## src/rtl/fir_pkg.sv

```systemverilog
// Shared defaults, FSM state encoding and tap shift rule for the
// time-multiplexed shift-coefficient FIR.
package fir_pkg;

  localparam int FIR_DATA_W = 16;
  localparam int FIR_NTAPS  = 5;

  typedef enum logic [1:0] {
    IDLE,
    ACC,
    OUT
  } fir_state_e;

  // Tap k (k=0 newest) is weighted by a right shift of ntaps-k.
  function automatic int tap_shift(input int k, input int ntaps = FIR_NTAPS);
    return ntaps - k;
  endfunction

endpackage

```

## src/rtl/prefix_add16.sv

```systemverilog
// Sklansky parallel-prefix adder, 16 bits by default, carry-out not produced.
module prefix_add16 #(
  parameter int W = 16
) (
  input  logic [W-1:0] A,
  input  logic [W-1:0] B,
  input  logic         Cin,
  output logic [W-1:0] Sum
);

  // Only bits 0..W-2 feed a carry into a higher bit, so the tree spans W-1 bits.
  localparam int TW = W - 1;
  localparam int L  = $clog2(TW);

  logic [W-1:0]  w_pBit;
  logic [W-1:0]  w_carry;

  assign w_pBit = A ^ B;

  for (genvar l = 0; l <= L; l++) begin : gLvl
    logic [TW-1:0] w_g;
    logic [TW-1:0] w_p;
    if (l == 0) begin : gBase
      assign w_g = A[TW-1:0] & B[TW-1:0];
      assign w_p = w_pBit[TW-1:0];
    end else begin : gTree
      for (genvar i = 0; i < TW; i++) begin : gBit
        if (((i >> (l - 1)) & 1) == 1) begin : gComb
          localparam int J = ((i >> (l - 1)) << (l - 1)) - 1;
          assign w_g[i] = gLvl[l-1].w_g[i] | (gLvl[l-1].w_p[i] & gLvl[l-1].w_g[J]);
          assign w_p[i] = gLvl[l-1].w_p[i] & gLvl[l-1].w_p[J];
        end else begin : gPass
          assign w_g[i] = gLvl[l-1].w_g[i];
          assign w_p[i] = gLvl[l-1].w_p[i];
        end
      end
    end
  end

  assign w_carry[0] = Cin;
  for (genvar i = 1; i < W; i++) begin : gCarry
    assign w_carry[i] = gLvl[L].w_g[i-1] | (gLvl[L].w_p[i-1] & Cin);
  end

  assign Sum = w_pBit ^ w_carry;

endmodule

```

## src/rtl/fir_tap_scheduler.sv

```systemverilog
// Time-multiplexed 5-tap shift-coefficient FIR: one shared prefix adder
// walks the tap delay line one tap per cycle, then offers the sum downstream.
module fir_tap_scheduler
  import fir_pkg::*;
#(
  parameter int DATA_W = FIR_DATA_W,
  parameter int NTAPS  = FIR_NTAPS
) (
  input  logic              clk,
  input  logic              rst,
  input  logic [DATA_W-1:0] x,
  input  logic              in_valid,
  output logic              in_ready,
  output logic [DATA_W-1:0] dataout,
  output logic              out_valid,
  input  logic              out_ready,
  output logic              busy
);

  localparam int IDX_W = (NTAPS > 1) ? $clog2(NTAPS) : 1;

  fir_state_e        r_state;
  logic [DATA_W-1:0] r_dly [NTAPS];
  logic [DATA_W-1:0] r_acc;
  logic [IDX_W-1:0]  r_idx;
  logic              r_inReady;
  logic              r_outValid;
  logic              r_busy;

  logic [DATA_W-1:0] w_term;
  logic [DATA_W-1:0] w_sum;
  logic              w_accept;

  assign w_accept = in_valid && r_inReady;

  // Select the tap addressed by r_idx and apply its fixed coefficient shift.
  always_comb begin
    w_term = '0;
    for (int k = 0; k < NTAPS; k++) begin
      if (r_idx == IDX_W'(k)) begin
        w_term = r_dly[k] >> tap_shift(k, NTAPS);
      end
    end
  end

  prefix_add16 #(
    .W(DATA_W)
  ) u_add (
    .A  (r_acc),
    .B  (w_term),
    .Cin(1'b0),
    .Sum(w_sum)
  );

  always_ff @(posedge clk) begin
    if (rst) begin
      for (int k = 0; k < NTAPS; k++) begin
        r_dly[k] <= '0;
      end
    end else if (w_accept) begin
      r_dly[0] <= x;
      for (int k = 1; k < NTAPS; k++) begin
        r_dly[k] <= r_dly[k-1];
      end
    end
  end

  // in_ready is held low through reset and rises on the first cycle after it.
  always_ff @(posedge clk) begin
    if (rst) begin
      r_state    <= IDLE;
      r_acc      <= '0;
      r_idx      <= '0;
      r_inReady  <= 1'b0;
      r_outValid <= 1'b0;
      r_busy     <= 1'b0;
    end else begin
      case (r_state)
        IDLE: begin
          if (w_accept) begin
            r_acc     <= '0;
            r_idx     <= '0;
            r_inReady <= 1'b0;
            r_busy    <= 1'b1;
            r_state   <= ACC;
          end else begin
            r_inReady <= 1'b1;
          end
        end
        ACC: begin
          r_acc <= w_sum;
          r_idx <= r_idx + 1'b1;
          if (r_idx == IDX_W'(NTAPS - 1)) begin
            r_outValid <= 1'b1;
            r_state    <= OUT;
          end
        end
        OUT: begin
          if (out_ready) begin
            r_outValid <= 1'b0;
            r_busy     <= 1'b0;
            r_inReady  <= 1'b1;
            r_state    <= IDLE;
          end
        end
        default: begin
          r_state <= IDLE;
        end
      endcase
    end
  end

  assign in_ready  = r_inReady;
  assign out_valid = r_outValid;
  assign busy      = r_busy;
  assign dataout   = r_acc;

endmodule

```

## config.mk

```make
export PLATFORM = sky130hd
export DESIGN_NAME = fir_tap_scheduler
export DESIGN_NICKNAME = d
export VERILOG_FILES = /design/src/rtl/fir_pkg.sv /design/src/rtl/prefix_add16.sv /design/src/rtl/fir_tap_scheduler.sv
export SDC_FILE = /design/constraint.sdc
export NUM_CORES = 1
export LEC_CHECK = 0
export CORE_ASPECT_RATIO = 0.8
export CORE_MARGIN = 3
export CORE_UTILIZATION = 34
export CTS_CLUSTER_DIAMETER = 100
export DETAILED_ROUTE_END_ITERATION = 6
export PLACE_DENSITY = 0.54
export SLEW_MARGIN = 20
export SYNTH_ARGS = -nofsm -noshare
export SYNTH_HDL_FRONTEND = slang
export SYNTH_SLANG_ARGS = --single-unit
```

## constraint.sdc

```tcl
create_clock -name clk -period 3.7 [get_ports clk]
set_clock_uncertainty 0.1 [all_clocks]
set_input_delay 0.74 -clock clk [delete_from_list [all_inputs] [get_ports clk]]
set_output_delay 0.74 -clock clk [all_outputs]
set_load 0.005 [all_outputs]
```

# Word level (Yosys, flattened, before mapping)
# Memories as Yosys holds them, arrays and structs flattened.
# Cells that the tools add are included.
# op_classes
reduce_logical	11
muxes	31
n_eq_ne	9
n_bitwise	78
add_sub_neg	1
# op_table
operator	count
two-way mux 16 bit	6
bitwise AND 1 bit	42
bitwise OR 1 bit	33
one-hot mux 16 bit (2 select lines)	1
XOR 16 x 15 -> 16 bit	1
XOR 16 bit	1
bitwise AND 15 bit	1
two-way mux 15 bit	1
two-way mux 14 bit	1
two-way mux 13 bit	1
two-way mux 12 bit	1
two-way mux 11 bit	1
two-way mux 1 bit	10
AND reduction 3 bit	3
equality test 3 x 2 -> 1 bit, second input constant	2
two-way mux 2 bit	3
inequality test 2 bit, second input constant	3
one-hot mux 1 bit (2 select lines)	3
one-hot mux 2 bit (3 select lines)	1
one-hot mux 3 bit (2 select lines)	1
nonzero test 2 bit	3
AND reduction 2 bit	2
adder 3 x 1 -> 3 bit, second input constant	1
equality test 3 x 1 -> 1 bit, second input constant	1
7 further kinds	7
# totals
memories	1
input_bits	20
register_bits	24
out_inout_bits	19
ram_bits	80
# mem_list
name	words	word_bits	read_ports	rd_ports_with_merged_regs	write_ports	line	text
r_dly	5	16	5	0	5	fir_tap_scheduler.sv:23	logic [DATA_W-1:0] r_dly [NTAPS];

# Longest topological paths before layout
# Gate-level depths: netlist (run 1).
# depth
depth_word	17
depth_mapped	18
mapped_depth_nobuf	17

# Modules after synthesis
# From an unflattened synthesis (run 1), not the netlist that was laid out.
# hier_totals
hier_cells	429
hier_area_um2	5118.7
# by_module_without_submodules
module	area_each_um2	n_inst	cells_each
fir_tap_scheduler	4316.6	1	319
prefix_add16	802.0	1	110

# Worst setup path after synthesis (run 1)
# Ideal clock, no wire load.
# synth_timing
path_kind	reg-to-reg
startpoint	register r_idx[2]
endpoint	register r_acc[9] (netlist: dataout[9])
period_less_slack_ps	4031
arrival_ps	3803
path_stages_with_launch	19
setup_time_ps	128
setup_slack_ps	-331
n_path_buf	3
cell_sequence	dfxtp_1 inv_1 clkbuf_1 ha_1 clkbuf_1 buf_1 nor3_1 a21oi_1 o21ai_0 ha_1 fa_1 a211oi_2 o21ai_0 a21o_1 a21o_1 fa_1 xor2_1 a22oi_1 nor2_1
# synth_between
elab_chain_cells	17
# synth_rtl
item	line	text
start: declaration	fir_tap_scheduler.sv:25	logic [IDX_W-1:0] r_idx;
start signal: assignment	fir_tap_scheduler.sv:92	r_idx <= r_idx + 1'b1;
logical NOT 3 bit	fir_tap_scheduler.sv:40	if (r_idx == IDX_W'(k)) begin
two-way mux 11 bit	fir_tap_scheduler.sv:40	
two-way mux 12 bit	fir_tap_scheduler.sv:40	
two-way mux 13 bit	fir_tap_scheduler.sv:40	
two-way mux 14 bit	fir_tap_scheduler.sv:40	
two-way mux 15 bit (*)	fir_tap_scheduler.sv:40	
XOR 16 x 15 -> 16 bit or bitwise AND 15 bit (tied branches)	prefix_add16.sv:18, prefix_add16.sv:24	
bitwise AND 1 bit	prefix_add16.sv:30	assign w_g[i] = gLvl[l-1].w_g[i] | (gLvl[l-1].w_p[i] & gLvl[l-1].w_g[J]);
bitwise OR 1 bit	prefix_add16.sv:30	
bitwise AND 1 bit	prefix_add16.sv:30	
bitwise OR 1 bit	prefix_add16.sv:30	
bitwise AND 1 bit	prefix_add16.sv:30	
bitwise OR 1 bit	prefix_add16.sv:30	
bitwise AND 1 bit	prefix_add16.sv:30	
bitwise OR 1 bit	prefix_add16.sv:30	
XOR 16 bit (*)	prefix_add16.sv:45	assign Sum = w_pBit ^ w_carry;
one-hot mux 16 bit (2 select lines) (*)	fir_tap_scheduler.sv:78	case (r_state)
end signal: assignment	fir_tap_scheduler.sv:91	r_acc <= w_sum;
end: declaration	fir_tap_scheduler.sv:24	logic [DATA_W-1:0] r_acc;
# Mark *: on every way between the ends. The rest lies on a longest branch, timed or not.
# A chain may end at the register's enable or synchronous reset.

# Worst setup path in the final report (run 1)
# layout_timing
startpoint	register r_idx[0]
endpoint	register r_acc[9] (netlist: dataout[9])
# Same word-level chain as after synthesis.

==> results of run 1 <==
==> sequential cells by signal, summed over array words and instances (netlist names) <==
signal,cells
busy,1
dataout,16
in_ready,1
out_valid,1
r_dly,75
r_idx,3
r_state,2
==> cells by family after synthesis <==
| logic type | count (synthesis) | share of synthesized area (%) |
|---|---|---|
| AND/OR/NAND/NOR | 172 | 19.0 |
| AO/OA/AOI/OAI | 96 | 14.1 |
| adder cells (fa/ha/maj) | 23 | 6.58 |
| XOR/XNOR | 5 | 0.906 |
| flip-flops | 99 | 56.6 |
| buffers and inverters | 32 | 2.67 |
| multiplexers | 1 | 0.207 |
==> layer usage <==
layer,routed length (µm),vias to the layer above,track usage (%),share of wire (%)
li1,-,1704,-,-
met1,4760,1539,17.5,50
met2,4310,72,19.7,45
met3,405,9,3.07,4.2
met4,96,0,3.52,1.0
met5,0,-,0,0
==> power by group through the flow <==
| stage | clock [µW] | sequential, µW | combinational (µW) |
|---|---|---|---|
| floorplan | 0 | 1320 | 163 |
| CTS | 896 | 1300 | 290 |
| global placement | 0 | 1320 | 272 |
| global route | 940 | 1310 | 335 |
| finish | 872 | 1300 | 299 |
| detailed placement | 0 | 1320 | 277 |
==> through the flow <==
stage / util [%] / TNS (ns)
finish: 44.8 / 0
global route: 44.8 / -0.295
CTS: 44.0 / -0.00638
detailed placement: 41.0 / -0.363
global placement: 41.0 / -0.275
floorplan: - / 0
==> worst max-delay path: stages (launching register included) <==
cell	delay [ns]
dfxtp_4	0.38
inv_4	0.05
ha_4	0.15
nor3b_4	0.15
buf_4	0.15
a222oi_1	0.39
nor3_1	0.13
a21oi_2	0.16
o21ai_2	0.10
fa_2	0.42
a211oi_4	0.25
o21ai_2	0.10
a21o_1	0.19
a21o_1	0.17
fa_2	0.33
xor2_1	0.14
a22oi_1	0.13
nor2_1	0.07
==> cell type report <==
cell class,instances,share of cell area (%)
clock buffer,10,3.72
tap,180,3.66
multi-input combinational,298,34.4
sequential,99,44.6
timing repair buffer,87,12.3
inverter,7,0.529
clock inverter,6,0.793
==> repair_timing <==
action	in CTS	in global routing
gates resized for setup	22	17
gates cloned	1	0
buffers inserted	6	7
hold endpoints to repair	0	0
endpoints found under the setup margin	5	9
pin swaps	15	18
==> worst min path at each step <==
| stage | startpoint | end |
|---|---|---|
| 2_1_floorplan | dataout[10]$_SDFFE_PP0P_ | dataout[10]$_SDFFE_PP0P_ |
| 3_3_place_gp | dataout[10]$_SDFFE_PP0P_ | dataout[10]$_SDFFE_PP0P_ |
| 3_5_place_dp | out_valid$_SDFFE_PP0P_ | out_valid$_SDFFE_PP0P_ |
| 4_1_cts | out_valid$_SDFFE_PP0P_ | out_valid$_SDFFE_PP0P_ |
| 5_1_grt | out_valid$_SDFFE_PP0P_ | out_valid$_SDFFE_PP0P_ |
| 6_report | out_valid$_SDFFE_PP0P_ | out_valid$_SDFFE_PP0P_ |
==> cell usage in the layout, fill, tap and decap left out, drive strengths merged, types with 3 or more instances in the layout <==
cell type	n
and3	3
a21o	6
buf	50
fa	4
nor2	35
o21ai	24
nor3	14
ha	19
a222oi	11
or3	3
nand2	24
a21oi	27
nand3	5
clkdlybuf4s50	37
and2	77
clkbuf	10
a22oi	11
xor2	5
dfxtp	24
edfxtp	75
a32o	3
clkinv	3
inv	8
nor3b	4
==> results.json, run 1 <==
{
  "synth_common_cells": "77 x and2_1, 75 x edfxtp_1, 35 x nor2_1",
  "min-delay-path-class": "reg -> reg",
  "grt_max_degree": 76,
  "synth_cells": 428,
  "cts_tree": "yes",
  "drt_iter0_markers": 205,
  "grt_pass1_vias": 3121,
  "ys_seq_elements": 99,
  "start_kind": "register",
  "dpl_cell_area_um2": 5640,
  "cap_violations": 0,
  "dp.cells": 658,
  "ir_drop_mv": 0.223,
  "antenna_found_initial": 0,
  "cts_buffer_depth": 2,
  "internal_power_uw": 1870,
  "status": "complete, but fails checks",
  "dp_slack_ns": -0.225,
  "clkPwrFrac_pct": 35.3,
  "fmax_mhz": 272,
  "final_area_um2": 6150,
  "seqCellArea_um2": 2740,
  "fin_nets": 545,
  "reg2reg_depth": 17,
  "power_per_cell_area_nw_per_um2": 401,
  "setup_violations": 0,
  "violations": "design-rule violations",
  "insertedDiodeCount": 0,
  "endpoint_kind": "register",
  "place.gp.congestion": 0.780,
  "worstMarginPinSlew_ns": 0.900,
  "p_switching_uw": 601,
  "syn_nets": 471,
  "synth_edf_count": 75,
  "fp-row-count": 38,
  "synth_top_area_cell": "edfxtp_1",
  "dieHeight_um": 113,
  "start_util_pct": 35.2,
  "r2r-end": "dataout[9]$_SDFFE_PP0P_",
  "die_area_um2": 15700,
  "swShare_pct": 24.4,
  "synth-warning-count": 0,
  "ys.flop_type": "edfxtp_1",
  "fillers": 1255,
  "avgSynthCellArea_um2": 11.3,
  "firstDrtPassIters": 7,
  "cp_data_required_time_ns": 3.83,
  "grtUsageTotal_pct": 12.6,
  "drc": 2,
  "core_um2": 13700,
  "syn-cell-area_um2": 4830,
  "crit_arrival_ns": 3.80,
  "io_buffers": 37,
  "final_hold_viol_count": 0,
  "synth_top_area_share_pct": 46.6,
  "post-route-period-util_pct": 99.3,
  "seq_area_frac_synth_pct": 56.6,
  "holdWs_ns": 0.392,
  "period_minus_slack_ns": 3.67,
  "rrSetupSlack_ns": 0.03,
  "cp_max_fo": 5,
  "stdcell_count": 687,
  "p_seq_share_pct": 52.6,
  "total_power_uw": 2470,
  "synth.area.top_cells": "edfxtp_1 47%, and2_1 10%, dfxtp_1 9.9%",
  "drt_wl_total_um": 9580,
  "final_layout_size_suffix_gt1_share_pct": 19.3,
  "finalMaxSlewViolations": 0,
  "worst_slack_ns": 0.0267,
  "setup.worst_path.end": "dataout[9]$_SDFFE_PP0P_",
  "r2r-start": "r_idx[0]$_SDFFE_PP0P_",
  "synth.most_common_cell": "and2_1",
  "die_w_um": 139,
  "clk_pin_slew_worst_paths_ns": 0.07,
  "holdBufCountCts": 0,
  "cts_made_buffers": 9,
  "clock_tree.root_cell": "clkbuf_16",
  "syn_to_final_growth_pct": 27.3,
  "wl_per_cell_um": 13.9,
  "rsz0062_at_grt": "yes",
  "clock_latency_ns": 0.34,
  "comb_power_share_pct": 12.1,
  "vias": 3324,
  "io_pins": 39,
  "power_leakage_uw": 0.00245,
  "cts_sinks": 99,
  "grt_pass1_wl_um": 15800,
  "htreeDepth": 3,
  "max_slew_margin_pct": 39.9,
  "whs_path_depth": 2,
  "dp_hpwl_um": 6750,
  "synth_cell_types": 45,
  "via_per_inst": 4.84,
  "multiInputGateArea_um2": 2120,
  "crit_start": "r_idx[0]$_SDFFE_PP0P_",
  "ant_nets": 0,
  "grt-ovfl-total": 0,
  "critical_path_class": "reg -> reg",
  "async_reset_ff_share_pct": 0
}
No activity file was read; power rests on OpenSTA's default activity.
==> run 2: changes to the inputs <==
DONT_BUFFER_PORTS = 1   (was unset)
PLACE_DENSITY = 0.51   (was 0.54)
==> run 2 against run 1 <==
  * Global-route usage down 0.38 points
  * Count of clock-buffer cells in the layout did not move
  * Setup slack better by 0.015 ns
  * Maximum frequency rose by 0.42%
  * Routed wire length shrank 2.4%
  * Sequential cell count stayed put
  * Design area decreased by 7.4%
  * Sequential power about the same
  * The flow now finishes without violations
  * Critical path depth shrank 3
  * Clock power grew 9.6%
==> results.json, run 2 (same netlist as run 1, synthesis figures left out) <==
{
  "cap_violations": 0,
  "core_um2": 13700,
  "post-route-period-util_pct": 98.9,
  "via_per_inst": 4.84,
  "drt_wl_total_um": 9340,
  "final_cell_mix": "77 x and2_1, 75 x edfxtp_1, 41 x buf_4",
  "fp-row-count": 38,
  "place.gp.congestion": 0.851,
  "fillers": 1314,
  "period_minus_slack_ns": 3.66,
  "endpoint_kind": "register",
  "worstMarginPinSlew_ns": 1.05,
  "grt-ovfl-total": 0,
  "utilization_pct": 41.4,
  "htreeDepth": 3,
  "drt_iter0_markers": 217,
  "syn_to_final_growth_pct": 17.9,
  "firstDrtPassIters": 5,
  "cts_tree": "yes",
  "holdWs_ns": 0.359,
  "finalMaxSlewViolations": 0,
  "dieHeight_um": 113,
  "vias": 3107,
  "ir_drop_mv": 0.217,
  "dpl_cell_area_um2": 5260,
  "final_layout_size_suffix_gt1_share_pct": 18.0,
  "grtUsageMet1_pct": 18.1,
  "drc": 0,
  "die_w_um": 139,
  "total_power_uw": 2520,
  "fin_nets": 500,
  "crit_arrival_ns": 3.79,
  "multiInputGateArea_um2": 2070,
  "cts_made_buffers": 9,
  "grtUsageTotal_pct": 12.2,
  "start_kind": "register",
  "ant_nets": 0,
  "die_area_um2": 15700,
  "final_common_cell": "and2_1",
  "cts_buffer_depth": 2,
  "top_usage_layer": "met1",
  "largest_reg_flops": 75,
  "io_pins": 39,
  "fmax_mhz": 273,
  "setup_violations": 0,
  "max_slew_margin_pct": 29.8,
  "cts_sinks": 99,
  "dp_hpwl_um": 6620,
  "clock_latency_ns": 0.34,
  "grt_pass1_vias": 2908,
  "use_met3_pct": 3.58,
  "grt_max_degree": 76,
  "final_area_um2": 5700,
  "wl_per_cell_um": 14.6,
  "status": "finished, final reports clean",
  "largest-register": "r_dly",
  "cp_data_required_time_ns": 3.83,
  "io_buffers": 0,
  "final_hold_viol_count": 0,
  "seqCellArea_um2": 2740,
  "grt_pass1_wl_um": 15200,
  "cp_max_fo": 5,
  "clk_pin_slew_worst_paths_ns": 0.07,
  "rsz0062_at_grt": "yes",
  "clock_tree.root_cell": "clkbuf_16",
  "min-delay-path-class": "in -> reg",
  "power_per_cell_area_nw_per_um2": 442,
  "tns_ns": 0,
  "antenna_found_initial": 0,
  "start_util_pct": 35.2,
  "grt_use_met2_pct": 17.2,
  "insertedDiodeCount": 0,
  "power_leakage_uw": 0.00228,
  "critical_path_class": "reg -> reg"
}
run 2: power breakdown:
group | total (µW) | switching (µW) | internal (µW)
clock | 956 | 424 | 532
combinational | 260 | 147 | 114
sequential | 1300 | 34.8 | 1270
run 2: critical path, stage by stage, from the launching register on:
cell and delay (ns):
dfxtp_4 0.39, inv_4 0.05, ha_4 0.16, nor3b_4 0.17, a222oi_1 0.37, nor3_1 0.08, a21oi_1 0.20, o21ai_1 0.11
ha_2 0.18, fa_2 0.37, a211oi_4 0.25, or3_1 0.29, a21oi_2 0.10, or4_1 0.48, a32o_1 0.25
run 2: final timing paths:
check | slack, ns | from | cells after the start | to
worst max-delay path | 0.04 | r_idx[0]$_SDFFE_PP0P_ | 14 | dataout[14]$_SDFFE_PP0P_
worst min-delay path | 0.36 | rst | 1 | r_idx[0]$_SDFFE_PP0P_
worst max register to register | 0.04 | r_idx[0]$_SDFFE_PP0P_ | 14 | dataout[14]$_SDFFE_PP0P_
worst min register to register | 0.40 | busy$_SDFFE_PP0P_ | 2 | busy$_SDFFE_PP0P_
run 2: cell type report:
class	instances	share of cell area, %
clock buffers	10	4.02
clock inverters	6	1.23
repair buffers	43	5.80
well taps	180	3.95
inverters	7	0.505
flip-flops and latches	99	48.1
multi-input cells	297	36.4
run 2: per-layer routing:
| layer | vias up | wire length (µm) |
|---|---|---|
| li1 | 1614 | - |
| met1 | 1410 | 4860 |
| met2 | 71 | 3860 |
| met3 | 12 | 532 |
| met4 | 0 | 82 |
| met5 | - | 0 |
run 2: per-stage QoR:
step	instances	setup slack (ns)
after detailed placement	621	-0.306
after global placement	621	-0.241
after floorplan	428	0.000648
after global routing	642	-0.0959
after CTS	640	-0.0411
final	642	0.0421
run 2: timing repair:
action                     4_1_cts  5_1_grt
pin swaps                       14        7
buffers inserted                 4        2
resized for setup               19       14
setup endpoints to repair        7        7
hold endpoints to repair         0        0
hold buffers                     0        0
==> run 3: changes to the inputs <==
CTS_CLUSTER_DIAMETER = 200   (was 100)
SLEW_MARGIN = 25   (was 20)
clock period = 3.2 ns   (was 3.7 ns; I/O delays follow)
==> run 3 against run 2 <==
  * Sequential share of layout area shrank 2.0 points
  * Non-clock buffer count grew 16
  * Power grew 18%
  * Clock power grew 19%
  * Final cell count grew 2.5%
  * Setup slack lost 0.54 ns
  * The flow now finishes with violations (negative setup slack)
  * Via count grew 3.6%
  * Core utilization grew 1.8 points
  * Maximum frequency shrank 1.1%
  * Die area is the same
  * Count of clock-buffer cells in the layout shrank 1
==> results.json, run 3 (same netlist as run 1, synthesis figures left out) <==
{
  "status": "complete, but fails checks",
  "violations": "negative setup slack",
  "io_buffers": 0,
  "grtUsageTotal_pct": 13.2,
  "via_per_inst": 4.89,
  "max_slew_margin_pct": 37.8,
  "crit_cells": 17,
  "setup_violations": 12,
  "critPathTopFamily": "compound AO/OA/AOI/OAI gates",
  "clock_tree.root_cell": "clkbuf_16",
  "power_per_cell_area_nw_per_um2": 501,
  "vias": 3219,
  "final_cell_mix": "77 x and2_1, 75 x edfxtp_1, 51 x buf_4",
  "post-route-period-util_pct": 116,
  "dp_hpwl_um": 7070,
  "dpl_cell_area_um2": 5410,
  "grt_pass1_vias": 3232,
  "crit_buf_inv": 2,
  "whs_endpoint": "busy$_SDFFE_PP0P_",
  "holdBufCountCts": 0,
  "worstHoldStart": "rst",
  "cp_max_fo": 7,
  "place.gp.congestion": 0.817,
  "ir_drop_mv": 0.239,
  "period_minus_slack_ns": 3.70,
  "clk_pin_slew_worst_paths_ns": 0.07,
  "final_common_cell": "and2_1",
  "cp_data_required_time_ns": 3.34,
  "rrSetupSlack_ns": -0.50,
  "io_pins": 39,
  "whs_path_depth": 1,
  "largest_reg_flops": 75,
  "core_um2": 13700,
  "holdWs_ns": 0.252,
  "worstMarginPinSlew_ns": 0.931,
  "fp-row-count": 38,
  "cts_buffer_depth": 2,
  "start_kind": "register",
  "wl_per_cell_um": 15.1,
  "endpoint_kind": "register",
  "critPathMaxStageDelay_ns": 0.40,
  "fmax_mhz": 270,
  "finalMaxSlewViolations": 0,
  "reg2reg_depth": 17,
  "total_power_uw": 2970,
  "wl_met1_um": 5090,
  "r2r-start": "r_idx[0]$_SDFFE_PP0P_",
  "met2WireLength_um": 4260,
  "cts_sinks": 99,
  "die_w_um": 139,
  "drt_wl_total_um": 9950,
  "utilization_pct": 43.2,
  "antenna_found_initial": 0,
  "final_layout_size_suffix_gt1_share_pct": 24.3,
  "final_hold_viol_count": 0,
  "grt-ovfl-total": 0,
  "cts_made_buffers": 9,
  "largest-register": "r_dly",
  "critical_path_class": "reg -> reg",
  "htreeDepth": 3,
  "dp_slack_ns": -0.641,
  "top_layer": "met4",
  "cap_violations": 0,
  "min-delay-path-class": "in -> reg",
  "grt_max_degree": 48,
  "die_area_um2": 15700,
  "crit_arrival_ns": 3.84,
  "worst_slack_ns": -0.500,
  "clock_latency_ns": 0.35,
  "start_util_pct": 35.2,
  "path_cells": "inv_4 -> ha_4 -> nor3b_4 -> buf_6 -> a222oi_1 -> nor3_1 -> a21oi_1 -> o21ai_2 -> fa_2 -> a211oi_2 -> o21ai_2 -> a21o_1 -> a21o_1 -> fa_2 -> xor2_1 -> a22oi_1 -> nor2_1",
  "ant_nets": 0,
  "cp_slowest_cell": "fa_2",
  "rsz0062_at_grt": "yes",
  "firstDrtPassIters": 4,
  "drc": 0,
  "final_area_um2": 5940,
  "r2r-end": "dataout[9]$_SDFFE_PP0P_",
  "fin_nets": 516,
  "syn_to_final_growth_pct": 22.9,
  "wl_met3_um": 511,
  "grt_pass1_wl_um": 16600,
  "drt_iter0_markers": 143,
  "insertedDiodeCount": 0,
  "cts_tree": "yes",
  "dieHeight_um": 113,
  "power_leakage_uw": 0.00238
}
run 3: through the flow:
stage	TNS, ns	instances
2_1_floorplan	-1.30	428
4_1_cts	-3.79	654
3_5_place_dp	-4.88	636
6_report	-3.51	658
3_3_place_gp	-4.15	636
5_1_grt	-5.71	658
run 3: worst max path at each step:
stage                           from                 endpoint  slack [ns]
2_1_floorplan  r_idx[0]$_SDFFE_PP0P_  dataout[9]$_SDFFE_PP0P_       -0.43
3_3_place_gp   r_idx[0]$_SDFFE_PP0P_  dataout[9]$_SDFFE_PP0P_       -0.60
3_5_place_dp   r_idx[1]$_SDFFE_PP0P_  dataout[9]$_SDFFE_PP0P_       -0.64
4_1_cts        r_idx[0]$_SDFFE_PP0P_  dataout[9]$_SDFFE_PP0P_       -0.47
5_1_grt        r_idx[0]$_SDFFE_PP0P_  dataout[9]$_SDFFE_PP0P_       -0.70
6_report       r_idx[0]$_SDFFE_PP0P_  dataout[9]$_SDFFE_PP0P_       -0.50
run 3: per-layer routing:
metal	GRT usage (%)	vias to the layer above
li1	-	1649
met1	19.0	1498
met2	19.1	64
met3	4.98	8
met4	2.74	0
met5	0	-
run 3: final cells by class:
type | instances | area [µm²]
well taps | 180 | 225
clock buffers | 9 | 225
clock inverters | 7 | 82.6
flip-flops and latches | 99 | 2740
repair buffers | 59 | 482
fillers | 1280 | 7800
inverters | 7 | 28.8
multi-input cells | 297 | 2150
run 3: where the power goes:
part,internal [µW],switching [µW],total (µW)
clock,622,516,1140
combinational,148,183,331
sequential,1460,43.3,1500
run 3: what timing repair did:
action,in CTS,in global routing
pin swaps,16,21
resized for setup,15,33
endpoints found under the setup margin,14,14
buffers inserted,3,6
